[config.mk]
export PLATFORM = sky130hd
export DESIGN_NAME = shift_seq_32
export DESIGN_NICKNAME = d
export VERILOG_FILES = /design/src/rtl/shift_seq_32.sv
export SDC_FILE = /design/constraint.sdc
export NUM_CORES = 1
export LEC_CHECK = 0
export ABC_CLOCK_PERIOD_IN_PS = 2500
export CORE_AREA = 2 2 81 76
export DETAILED_ROUTE_END_ITERATION = 8
export DIE_AREA = 0 0 83 78
export DONT_BUFFER_PORTS = 1
export PLACE_DENSITY = 0.68
export REMOVE_ABC_BUFFERS = 1
export SLEW_MARGIN = 20
export SYNTH_ARGS = -nofsm -noshare
export SYNTH_HDL_FRONTEND = slang
export SYNTH_SLANG_ARGS = --single-unit
export TNS_END_PERCENT = 5
[constraint.sdc]
create_clock -name clk -period 2.5 [get_ports clk]
set_input_delay 0.5 -clock clk [delete_from_list [all_inputs] [get_ports clk]]
set_output_delay 0.5 -clock clk [all_outputs]
set_load 0.02 [all_outputs]
[src/rtl/shift_seq_32.sv]
// Iterative 32-bit shifter: shifts one bit position per cycle, left or right (logical/arithmetic),
// with valid/ready handshakes on both request and result sides.
module shift_seq_32 (
  input  logic        clk,
  input  logic        rst,
  input  logic        in_valid,
  output logic        in_ready,
  input  logic [31:0] D,
  input  logic [4:0]  amt,
  input  logic        select,
  input  logic        ar_select,
  input  logic        shift_in_right,
  input  logic        shift_in_left,
  output logic [31:0] S,
  output logic        bb_right,
  output logic        bb_left,
  output logic        out_valid,
  input  logic        out_ready
);

  typedef enum logic [1:0] {
    IDLE  = 2'd0,
    SHIFT = 2'd1,
    DONE  = 2'd2
  } state_t;

  state_t      r_state;
  state_t      w_next;
  logic [31:0] r_data;
  logic [4:0]  r_count;
  logic        r_sel;
  logic        r_ar;
  logic        r_sir;
  logic        r_sil;
  logic        r_bb_right;
  logic        r_bb_left;
  logic        w_fill;
  logic        w_accept;

  assign w_accept = (r_state == IDLE) && in_valid;
  // Arithmetic fill re-reads the current MSB, which never changes during a right shift.
  assign w_fill   = r_ar ? r_data[31] : r_sil;

  always_ff @(posedge clk) begin
    if (rst) begin
      r_state <= IDLE;
    end else begin
      r_state <= w_next;
    end
  end

  always_comb begin
    w_next    = r_state;
    in_ready  = 1'b0;
    out_valid = 1'b0;
    case (r_state)
      IDLE: begin
        in_ready = 1'b1;
        if (in_valid) begin
          w_next = (amt == 5'd0) ? DONE : SHIFT;
        end
      end
      SHIFT: begin
        if (r_count == 5'd1) begin
          w_next = DONE;
        end
      end
      DONE: begin
        out_valid = 1'b1;
        if (out_ready) begin
          w_next = IDLE;
        end
      end
      default: w_next = IDLE;
    endcase
  end

  always_ff @(posedge clk) begin
    if (rst) begin
      r_data     <= '0;
      r_count    <= '0;
      r_sel      <= 1'b0;
      r_ar       <= 1'b0;
      r_sir      <= 1'b0;
      r_sil      <= 1'b0;
      r_bb_right <= 1'b0;
      r_bb_left  <= 1'b0;
    end else if (w_accept) begin
      r_data     <= D;
      r_count    <= amt;
      r_sel      <= select;
      r_ar       <= ar_select;
      r_sir      <= shift_in_right;
      r_sil      <= shift_in_left;
      r_bb_right <= 1'b0;
      r_bb_left  <= 1'b0;
    end else if (r_state == SHIFT) begin
      r_count <= r_count - 5'd1;
      if (r_sel) begin
        r_data     <= {w_fill, r_data[31:1]};
        r_bb_right <= r_data[0];
      end else begin
        r_data    <= {r_data[30:0], r_sir};
        r_bb_left <= r_data[31];
      end
    end
  end

  assign S        = r_data;
  assign bb_right = r_bb_right;
  assign bb_left  = r_bb_left;

endmodule
==> flow_summary.json <==
{
  "reg2reg_depth": 4,
  "yosysWarnings": 0,
  "dieArea_sq_um": 6470,
  "fin_tns_setup_ns": 0,
  "p_comb_share_pct": 36.3,
  "end_kind": "primary output",
  "synth-seq-cells": 45,
  "cts-htree-levels": 2,
  "synth_edf_count": 0,
  "antennaDiodeCount": 0,
  "grt_pass1_wl_microns": 8120,
  "clockBufferDepth": 2,
  "hold_path_class": "in2reg",
  "path_delay_family": "flip-flops",
  "finalWirelength_microns": 5210,
  "fin_skew_ns": 0.0101,
  "finalCriticalPeriod_ns": 1.79,
  "max_freq_ghz": 0.558,
  "setup_viol": 0,
  "cts_setup_buffers": 0,
  "setup_slack_ns": 0.707,
  "max_slew.worst_pin.slew_ns": 0.575,
  "switching_share_pct": 40.3,
  "hpwl_microns": 3610,
  "seq_power_share_pct": 47.4,
  "crit_arrival_ns": 1.29,
  "synth_top_area_share_pct": 37.5,
  "status": "completed",
  "multi_input_area_sq_um": 1360,
  "p_leak_nw": 1.03,
  "avgViaCountPerCell": 5.86,
  "cts_inserted_buffers": 5,
  "clkSinkCount": 45,
  "min_delay_path_depth": 1,
  "seq_area_frac_synth_pct": 37.5,
  "path_buf_inv": 0,
  "max_cap_violations": 0,
  "fp.coreArea_sq_um": 5560,
  "p_sw_mw": 1.05,
  "synth.avg_cell_area_sq_um": 10.7,
  "ys.flop_type": "dfxtp_1",
  "ctsResizeCount": 0,
  "clkLatencyLatePin_ns": 0.29,
  "crit_chain": "nor2b_1",
  "slew_headroom_pct": 61.7,
  "async_flop_share_pct": 0,
  "fill_cells": 538,
  "die_x_microns": 83,
  "drt_iter0_drc": 135,
  "netlist_area_sq_um": 2400,
  "p_int_mw": 1.56,
  "crit_path_max_fanout": 13,
  "whs_endpoint": "r_ar",
  "r2r_start": "r_state[1]",
  "antenna_found_initial": 0,
  "min_period_over_period_pct": 71.7,
  "final_nets": 264,
  "gp_congestion": 0.834,
  "grt_use_total_pct": 15.5,
  "critical_path_class": "reg2out",
  "dpl_worst_slack_ns": 0.691,
  "grt_setup_unrepaired": "no",
  "ys_types": 37,
  "final_layout_size_suffix_gt1_share_pct": 22.0,
  "start_kind": "register",
  "start_util_pct": 43.2,
  "layout.cells.non_filler": 288,
  "clockPowerShare_pct": 16.3,
  "slew_violations": 0,
  "ant_nets": 0,
  "critPathMaxStageDelay_ns": 0.54,
  "cellPowerDensity_nw_per_um2": 1040,
  "tritoncts": "done",
  "first_pass_iters": 4,
  "cts_hold_buffers": 0,
  "synth_common_cells": "45 x dfxtp_1, 35 x mux2i_1, 32 x mux2_2",
  "synth.area.top_cells": "dfxtp_1 37%, mux2_2 15%, mux2i_1 15%",
  "areaGrowthSynthToFinish_pct": 4.22,
  "worst_ep_required_time_ns": 2.00,
  "synth_top_area_cell": "dfxtp_1",
  "drc": 0,
  "io_pins": 81,
  "yosysMostFrequentCell": "dfxtp_1",
  "io_buffers": 0,
  "r2r-end": "S[31]",
  "placed_cells": 280,
  "finalHoldViolCount": 0,
  "ir_drop_mv": 0.496,
  "final-seq-area_sq_um": 901,
  "netlist_instances": 224,
  "die_h_microns": 78,
  "num_vias": 1689,
  "slowest_stage": "dfxtp_1",
  "cts.clk_slew.worst_paths_ns": 0.08,
  "root_buffer": "clkbuf_8",
  "ff2ff_setup_slack_ns": 0.74,
  "grt_pass1_vias": 1603,
  "rows": 26,
  "avgRoutedWirePerCell_microns": 18.1,
  "hp-start": "rst",
  "p_total_mw": 2.62,
  "overflow": 0,
  "grt_max_degree": 37
}
==> how the worst max path moves through the flow <==
| stage | from | end | slack, ns | cells after the start |
|---|---|---|---|---|
| global placement | in_valid | S[31] | 0.73 | 4 |
| global route | r_state[1] | S[31] | 0.62 | 4 |
| CTS | r_state[1] | out_valid | 0.70 | 1 |
| finish | r_state[1] | out_valid | 0.71 | 1 |
| detailed placement | in_valid | S[31] | 0.69 | 4 |
| floorplan | r_state[0] | S[31] | 0.27 | 3 |
==> cells by family after synthesis <==
group	after synthesis	share of synthesized area, %
AO/OA/AOI/OAI	52	17.5
XOR/XNOR	2	0.729
adder cells (fa/ha/maj)	2	1.04
buffers and inverters	23	6.09
flip-flops	45	37.5
multiplexers	67	29.6
AND/OR/NAND/NOR	33	7.60
==> registers in the layout, indices dropped and copies added, names as in the netlist <==
signal / flops
S: 32
r_count: 5
r_state: 2
bb_left: 1
bb_right: 1
r_ar: 1
r_sel: 1
r_sil: 1
r_sir: 1
==> per-layer routing <==
metal  share of wire (%)  GRT usage [%]  up-vias
li1                    -              -      829
met1                  47           20.3      805
met2                  47           24.0       48
met3                 5.0           4.68        7
met4                 1.3           5.90        0
met5                   0              0        -
==> cells in the final DEF (no fill, tap or decap), drive strengths merged, types with 2 or more instances in the layout <==
cell type  count
a21oi          6
clkbuf         6
dfxtp         45
inv            4
nor3b          3
nand2          9
o22ai          3
or3            2
nand3b         2
nand2b         2
ha             2
o2bb2ai       31
buf            5
nor2           6
mux2i         35
nor3           3
a22oi          3
clkinv         2
xnor2          2
mux2          32
==> metrics by stage <==
stage	utilization [%]	hold slack [ns]	area, sq um
final	45.0	0.270	2500
after global routing	45.0	0.252	2500
after CTS	45.0	0.256	2500
after detailed placement	43.5	0.439	2420
after global placement	43.5	0.434	2420
after floorplan	-	0.426	2270
==> power by group through the flow <==
stage               Sequential [mW]  Clock, mW  Combinational, mW
floorplan                      1.21          0              0.747
global placement               1.26          0              0.936
detailed placement             1.26          0              0.953
CTS                            1.24      0.447              0.957
global route                   1.27      0.470               1.04
finish                         1.24      0.427              0.949
==> layout make-up <==
class,count,share of cell area (%)
clock buffer,6,2.90
clock inverter,2,0.400
inverter,4,0.599
multi-input combinational,156,54.1
sequential,45,36.0
tap,70,3.50
timing repair buffer,5,2.50
No activity file was read; power rests on OpenSTA's default activity.
